<file path="config.mk">
export PLATFORM = sky130hd
export DESIGN_NAME = road_gen
export DESIGN_NICKNAME = d
export VERILOG_FILES = /design/src/rtl/road_gen.sv
export SDC_FILE = /design/constraint.sdc
export NUM_CORES = 1
export LEC_CHECK = 0
export CORE_ASPECT_RATIO = 1.2
export CORE_UTILIZATION = 42
export DETAILED_ROUTE_END_ITERATION = 8
export DONT_BUFFER_PORTS = 1
export HOLD_SLACK_MARGIN = 0.12
export SETUP_SLACK_MARGIN = 0.15
export SLEW_MARGIN = 25
export SYNTH_ARGS = -nofsm -noshare
export SYNTH_HDL_FRONTEND = slang
export SYNTH_SLANG_ARGS = --single-unit
</file>
<file path="constraint.sdc">
create_clock -name clk -period 5.2 [get_ports clk]
set_input_delay 1.56 -clock clk [delete_from_list [all_inputs] [get_ports clk]]
set_output_delay 1.56 -clock clk [all_outputs]
set_load 0.01 [all_outputs]
</file>
<file path="src/rtl/road_gen.sv">
// ---------------------------------------------------------------------------
// road_gen
//
// Road-shape generator. It produces the left-edge steps for the road line
// memory. Each time the memory consumes a line (need_new_line high at a
// rising clk edge), this block hands over a straight / left / right step and
// keeps its own copy of the new top line's left edge. A 16-bit LFSR drives a
// two-state segment machine. The machine alternates straight runs with
// curves and never lets the road leave the screen.
//
// Ports
//   clk            in  1   system clock
//   resetN         in  1   synchronous, active-low reset
//   need_new_line  in  1   one line consumed per rising edge while high
//   run            in  1   high = race running; low = road held straight,
//                          generator frozen
//   seed           in  16  (only with ROAD_GEN_SEED_EN) LFSR reset value,
//                          zero selects SEED
//   new_x_offset   out 2   step for the next consumed line:
//                          00 straight, 01 +1 block, 11 -1 block
//   road_x         out 7   mirror of the road memory's top-line left edge
//   curve_active   out 1   segment machine is in a curve
//   curve_dir      out 1   direction of current/last curve, 1 = right
//
// Configuration macro
//   ROAD_GEN_SEED_EN  defined: adds the 'seed' input port. The LFSR loads
//                     'seed' on reset, or SEED when 'seed' is zero.
//                     undefined: no port; the LFSR resets to SEED.
// ---------------------------------------------------------------------------
module road_gen #(
   parameter logic [6:0]  INITIAL_X   = 7'h12,
   parameter int          MIN_X       = 2,
   parameter int          MAX_X       = 52,
   parameter int          START_LINES = 64,
   parameter int          CURVE_STEP  = 2,
   parameter logic [15:0] SEED        = 16'hACE1
) (
   input  logic        clk,
   input  logic        resetN,
   input  logic        need_new_line,
   input  logic        run,
`ifdef ROAD_GEN_SEED_EN
   input  logic [15:0] seed,
`endif
   output logic [1:0]  new_x_offset,
   output logic [6:0]  road_x,
   output logic        curve_active,
   output logic        curve_dir
);

   // Parameters narrowed once to the widths of the registers they meet.
   localparam logic [6:0] MIN_X7    = MIN_X[6:0];
   localparam logic [6:0] MAX_X7    = MAX_X[6:0];
   localparam logic [7:0] START8    = START_LINES[7:0];
   localparam logic [3:0] STEP4     = CURVE_STEP[3:0];

   localparam logic [1:0] OFF_NONE  = 2'b00;
   localparam logic [1:0] OFF_RIGHT = 2'b01;
   localparam logic [1:0] OFF_LEFT  = 2'b11;

   typedef enum logic [0:0] {
      S_STRAIGHT = 1'b0,
      S_CURVE    = 1'b1
   } seg_state_t;

   seg_state_t  state;
   logic [7:0]  seg_cnt;
   logic [3:0]  step_cnt;
   logic [15:0] lfsr;

   logic        lfsr_fb;
   logic [15:0] lfsr_adv;
   logic [15:0] seed_init;
   logic [6:0]  x_next;
   logic        step_due;
   logic        dir_blocked;
   logic [7:0]  curve_len;
   logic [7:0]  straight_len;

   // The reset seed. With the seed port enabled, a zero on the port falls
   // back to the SEED parameter. This keeps the LFSR out of its all-zero
   // lock-up state.
`ifdef ROAD_GEN_SEED_EN
   assign seed_init = (seed == 16'h0000) ? SEED : seed;
`else
   assign seed_init = SEED;
`endif

   // Fibonacci LFSR for x^16+x^14+x^13+x^11+1, shifting left. The taps
   // listed as bit indices are 15, 13, 12 and 10.
   assign lfsr_fb  = lfsr[15] ^ lfsr[13] ^ lfsr[12] ^ lfsr[10];
   assign lfsr_adv = {lfsr[14:0], lfsr_fb};

   // Left edge after this consume edge: the already-registered step is
   // sign-extended and added. The bound rule guarantees the sum stays
   // inside MIN_X..MAX_X, so the 7-bit add never wraps.
   assign x_next = road_x + {{5{new_x_offset[1]}}, new_x_offset};

   // A curve step is due when step_cnt would decrement to zero on this
   // edge. The step is blocked when it would push the edge just computed
   // past the screen limits in the curve's direction.
   assign step_due    = (step_cnt == 4'd1);
   assign dir_blocked = curve_dir ? (x_next >= MAX_X7) : (x_next <= MIN_X7);

   // Segment lengths drawn from the pre-advance LFSR value.
   assign curve_len    = 8'd16 + {2'b00, lfsr[5:0]};
   assign straight_len = 8'd32 + {1'b0,  lfsr[6:0]};

   // Segment machine and all registered outputs.
   // Nothing moves unless a line is consumed. On a consume edge the
   // registered step is always applied to road_x, because the road memory
   // applies it on the same edge. The offset defaults to straight and is
   // overwritten only when a curve step goes out. With run low, the LFSR,
   // counters and state hold, so the road resumes exactly where it paused.
   // When a curve ends normally and its final step lands on the same edge,
   // both actions happen: the step is still issued, and the machine returns
   // to straight. If the bound rule fires, the step is suppressed and the
   // curve ends early with a fresh straight length.
   always_ff @(posedge clk) begin
      if (!resetN) begin
         state        <= S_STRAIGHT;
         seg_cnt      <= START8;
         step_cnt     <= STEP4;
         lfsr         <= seed_init;
         new_x_offset <= OFF_NONE;
         road_x       <= INITIAL_X;
         curve_active <= 1'b0;
         curve_dir    <= 1'b0;
      end else if (need_new_line) begin
         road_x       <= x_next;
         new_x_offset <= OFF_NONE;
         if (run) begin
            lfsr <= lfsr_adv;
            case (state)
               S_STRAIGHT: begin
                  if (seg_cnt == 8'd1) begin
                     state        <= S_CURVE;
                     curve_active <= 1'b1;
                     seg_cnt      <= curve_len;
                     curve_dir    <= lfsr[7];
                     step_cnt     <= STEP4;
                  end else begin
                     seg_cnt <= seg_cnt - 8'd1;
                  end
               end
               S_CURVE: begin
                  seg_cnt <= seg_cnt - 8'd1;
                  if (step_due) begin
                     step_cnt <= STEP4;
                     if (dir_blocked) begin
                        state        <= S_STRAIGHT;
                        curve_active <= 1'b0;
                        seg_cnt      <= straight_len;
                     end else begin
                        new_x_offset <= curve_dir ? OFF_RIGHT : OFF_LEFT;
                     end
                  end else begin
                     step_cnt <= step_cnt - 4'd1;
                  end
                  if (seg_cnt == 8'd1) begin
                     state        <= S_STRAIGHT;
                     curve_active <= 1'b0;
                     seg_cnt      <= straight_len;
                  end
               end
            endcase
         end
      end
   end

endmodule

</file>
Word level (Yosys, flattened, before mapping)
Index checks and enable logic that the tools add are counted.
Widths: inputs -> output; s select.
Cells by class
  add/subtract/negate cells: 5
  multiplexer cells: 24
  reduce and logical (&&, ||, !) cells: 4
  bitwise operators: 4
  magnitude comparators: 2
  equal/unequal tests: 5
Operators with widths (number)
  $mux 8: 4
  $pmux 8 s2: 1
  $mux 2: 5
  $mux 1: 9
  $add 6x7->8 const A: 1
  $eq 8x1->1 const B: 1
  $mux 4: 2
  $pmux 4 s2: 1
  $sub 8x1->8 const B: 1
  $add 5x6->7 const A: 1
  $add 7x7->7: 1
  $ge 7x6->1 const B: 1
  $le 7x2->1 const B: 1
  $ne 3x1->1 const B: 2
  $reduce_and 5->1: 1
  $eq 4x1->1 const B: 1
  $pmux 1 s2: 2
  $reduce_and 4->1: 1
  $sub 4x1->4 const B: 1
  $reduce_and 3->1: 1
  $xor 1x1->1: 3
  $ne 2x2->1 const B: 1
  $reduce_and 2->1: 1
  $not 1->1: 1
Storage, ports and cells
  flip-flop bits (word level): 40
  bits of input ports: 4
  word-level logic and storage cells: 52
  output and inout bits: 11

Logic depth before layout (Yosys ltp)
  depth after elaboration: 7
  mapped depth: 9
  mapped depth without buffers: 9

Worst setup path before layout
No wires, ideal clock.
  kind: input -> register
  from: in run
  to: reg seg_cnt[6]
  path buffers: 3
  arrival: 2544 ps
  cell stages on the path: 5
  setup time: 141 ps
  path slack: 2515 ps
  required time: 5059 ps
  path through: and2_1 -> clkbuf_1 -> clkbuf_1 -> buf_1 -> a41oi_2
On the way
  longest elaborated chain between the ends: 1
RTL lines
  start, declared: line 41  | input logic run,
  $reduce_and 2->1 (no source line)
  end signal, assigned: line 139  | seg_cnt <= curve_len;
  end signal, assigned: line 143  | seg_cnt <= seg_cnt - 8'd1;
  end signal, assigned: line 147  | seg_cnt <= seg_cnt - 8'd1;
  end, declared: line 67  | logic [7:0] seg_cnt;
No other way between the ends.
A chain may end at the register's enable or synchronous reset.

Worst setup path in the final report
  from: reg new_x_offset[0]
  to: reg seg_cnt[5]
On the way
  longest elaborated chain between the ends: 7
  elaborated cells on any way between the ends: 8
  those cells by class: 1 x add/sub; 2 x order compare; 5 x mux
RTL lines
  start, declared: line 45  | output logic [1:0] new_x_offset,
  start signal, assigned: line 155  | new_x_offset <= curve_dir ? OFF_RIGHT : OFF_LEFT;
  $add 7x7->7 *: line 97  | assign x_next = road_x + {{5{new_x_offset[1]}}, new_x_offset};
  $le 7x2->1 / $ge 7x6->1 (equally long branches): line 103  | assign dir_blocked = curve_dir ? (x_next >= MAX_X7) : (x_next <= MIN_X7);
  $mux 1 *: line 103
  $mux 8 *: line 150  | if (dir_blocked) begin
  $mux 8 *: line 148  | if (step_due) begin
  $mux 8 *: line 160  | if (seg_cnt == 8'd1) begin
  $pmux 8 s2 *: line 134  | case (state)
  end signal, assigned: line 147
  end signal, assigned: line 153  | seg_cnt <= straight_len;
  end signal, assigned: line 163  | seg_cnt <= straight_len;
Every way passes the cells marked *; elsewhere a longest branch is shown, timed or not.

==> impl_metrics.tcl <==
set metrics [dict create \
    count_of_buffer_and_inverter_cells_on_the_critical_path 0 \
    clockRootBuffer "clkbuf_8" \
    worst_setup_path_end_kind "register" \
    required_ns 5.37 \
    clock_insertion_delay_worst_skew_ns 0.30 \
    yosys.area_share.adder_pct 6.88 \
    yosys_register_bits 40 \
    cts_tree "done" \
    criticalPathCategory "register to register" \
    fin_cells 371 \
    synthesis.area_mm2 0.00247 \
    timing.final.crit_period_ns 3.01 \
    synth_area_per_cell_um2 8.25 \
    finalClockSkew_ns 0.00843 \
    dieHeight_um 86.1 \
    ff2ff_setup_slack_ns 2.19 \
    max_slew.worst_pin.slew_ns 0.994 \
    post_syn_instances 300 \
    hpwl_um 3740 \
    critPathArrivalTime_ns 3.18 \
    firstDrtPassIters 4 \
    drc 0 \
    detail_route.wl_per_cell_um 14.8 \
    route.final.wire_length_um 5480 \
    worstPathMaxFanout 6 \
    design.core.area_mm2 0.00567 \
    vias_per_cell 5.72 \
    report.final.hold_viol_count 0 \
    clkSlewWorstSetupHoldPaths_ns 0.08 \
    worst_setup_sp_type "register" \
    initial_utilization_pct 43.6 \
    final_core_util_pct 46.1 \
    power.total_uw 651 \
    achievable-frequency_mhz 333 \
    synth-compound-area-share_pct 24.7 \
    worstSetupStartpoint "new_x_offset[0]" \
    slew_headroom_pct 33.5 \
    first_global_vias 1972 \
    final_min_period_over_clock_period_pct 57.8 \
    critical_path.cell_chain "ha_1 -> fa_1 -> a211oi_1 -> o21bai_1 -> a21oi_1 -> xor2_1 -> o31ai_4 -> nor4_1 -> a311oi_2" \
    clock_sink_count 40 \
    die-area_mm2 0.00620 \
    htree_num_levels 2 \
    critical_path.top_delay_family "compound AO/OA/AOI/OAI gates" \
    placement.cell_area_mm2 0.00251 \
    power_leakage_nw 1.03 \
    grt_setup_unrepaired "no" \
    area.sequential_um2 801 \
    final_cell_area_mm2 0.00261 \
    setup_viol 0 \
    min-delay-path-class "register to register" \
    floorplan.die.width_um 72.1 \
    syn-num-nets 317 \
    yosysWarnings 0 \
    antenna_found_initial 0 \
    synthDistinctLibCells 57 \
    std_cell_rows 30 \
    buffer_ports.inserted 0 \
    dominantRegCellSynth "dfxtp_1" \
    multi_input_comb_area_mm2 0.00157 \
    syn2layout_area_growth_pct 5.56 \
    global_route.overflow_total 0 \
    hold_path.startpoint "lfsr[14]" \
    cts_resized 0 \
    outcome "finished clean" \
    grt_pass1_wl_um 9120 \
    cap_viol_max_count 0 \
    crit_path_max_incr_delay_ns 0.44 \
    grt_max_degree 43 \
    dp_cells 363 \
    antenna_diodes 0 \
    async_flop_share_pct 0 \
    vias 2121 \
    gpl.final_weighted_congestion 0.816 \
    detail_route.iter0.violations 89 \
    worst_r2r_startpoint "new_x_offset[0]" \
    fin_tns_setup_ns 0 \
    synth-simple-area-share_pct 24.8 \
    n_fill_cell 564 \
    synth_top_family_by_area "simple AND/OR/NAND/NOR gates" \
    grt_util_all_layers_pct 18.7 \
    share_of_post_route_cells_with_drive_strength_above_1_pct 8.59 \
    io_pins 15 \
    post_cts_hold_buffer_count 0 \
    cts_buffers 5 \
    timing.final.max_slew_violations 0 \
    synth_seq_area_share_pct 32.4 \
    post-cts-setup-buffers 0 \
    synth.area.mux_share_pct 2.43 \
    synth_xor_xnor_area_share_pct 4.60 \
    fin_nets 307 \
    vdd_ir_drop_max_uv 109 \
    cts-root-to-sink-buffers 2 \
    count_of_antenna_violating_nets_left_after_detailed_routing 0 \
    areal_power_density_over_the_cells_mw_per_mm2 249 \
    crit_path_top_delay_cell "xor2_1" \
    edff_count_synth 0 \
]
-- through the flow --
stage	setup WS [ns]	hold slack, ns
global route	2.04	0.483
global placement	2.17	0.448
floorplan	2.51	0.440
detailed placement	2.14	0.452
CTS	2.20	0.473
finish	2.19	0.470
-- tightest hold or removal path: stages (launching register included) --
cell	delay [ns]
dfxtp_1	0.32
nand2_1	0.05
a21boi_0	0.06
-- layout make-up --
type	instances	share of cell area, %
Inverter	10	1.44
Clock buffer	6	3.16
Tap cell	80	3.83
Timing Repair Buffer	1	0.287
Clock inverter	2	0.575
Multi-Input combinational cell	232	60.0
Sequential cell	40	30.7
-- synthesized netlist by cell type, drive strengths merged (7+ instances only) --
| cell type | n | area, µm² |
|---|---|---|
| xnor2 | 8 | 70.1 |
| a211oi | 8 | 75.1 |
| nand3 | 15 | 80.1 |
| nor3 | 10 | 60.1 |
| nor2b | 9 | 56.3 |
| nand2 | 47 | 176 |
| o21ai | 16 | 80.1 |
| a21boi | 10 | 75.1 |
| inv | 10 | 37.5 |
| nor2 | 19 | 71.3 |
| dfxtp | 40 | 801 |
| a21oi | 7 | 38.8 |
| clkbuf | 16 | 60.1 |
| ha | 12 | 150 |
-- layout by cell type (no fill, tap or decap), types with 4 or more instances in the layout --
cell type and instances:
a21boi_0 10, a21oi_1 6, xnor2_1 8, inv_1 10
a211oi_1 5, dfxtp_1 40, mux2i_1 6, o21ai_0 14
nor3_1 8, a31oi_1 4, xor2_1 5, clkbuf_8 6
nor2_1 19, o221ai_1 4, ha_1 12, nand2_1 47
nand4_1 5, nor2b_1 9, a21o_1 4, nand3_1 14
-- where the power goes --
group | internal [mW] | switching [mW] | leakage, nW | total (mW)
sequential | 0.319 | 0.0150 | 0.327 | 0.334
combinational | 0.0420 | 0.0504 | 0.664 | 0.0924
clock | 0.107 | 0.117 | 0.0434 | 0.224
total | 0.469 | 0.182 | 1.03 | 0.651
-- state kept, by name, indices dropped and copies added (netlist names) --
| signal | count |
|---|---|
| lfsr | 16 |
| seg_cnt | 8 |
| road_x | 7 |
| step_cnt | 4 |
| new_x_offset | 2 |
| curve_active | 1 |
| curve_dir | 1 |
| state | 1 |
-- logic make-up (layout without fill, tap and decap cells) --
| family | after synthesis | count (layout) |
|---|---|---|
| flops | 40 | 40 |
| fa+ha+maj | 13 | 13 |
| mux | 6 | 6 |
| xor+xnor | 13 | 13 |
| buf+inv | 28 | 19 |
| simple gates | 123 | 123 |
| compound gates | 77 | 77 |
-- metal layers --
metal | GRT usage [%] | up-vias | wire length (µm)
li1 | - | 1067 | -
met1 | 22.6 | 1009 | 2510
met2 | 32.5 | 38 | 2700
met3 | 2.82 | 7 | 198
met4 | 8.56 | 0 | 72
met5 | 0 | - | 0
-- worst paths after layout --
check	end	depth (start not counted)
max reg2reg	seg_cnt[5]	9
max	seg_cnt[5]	9
min reg2reg	lfsr[14]	2
min	lfsr[14]	2
Power figures use the tool's default switching activity.
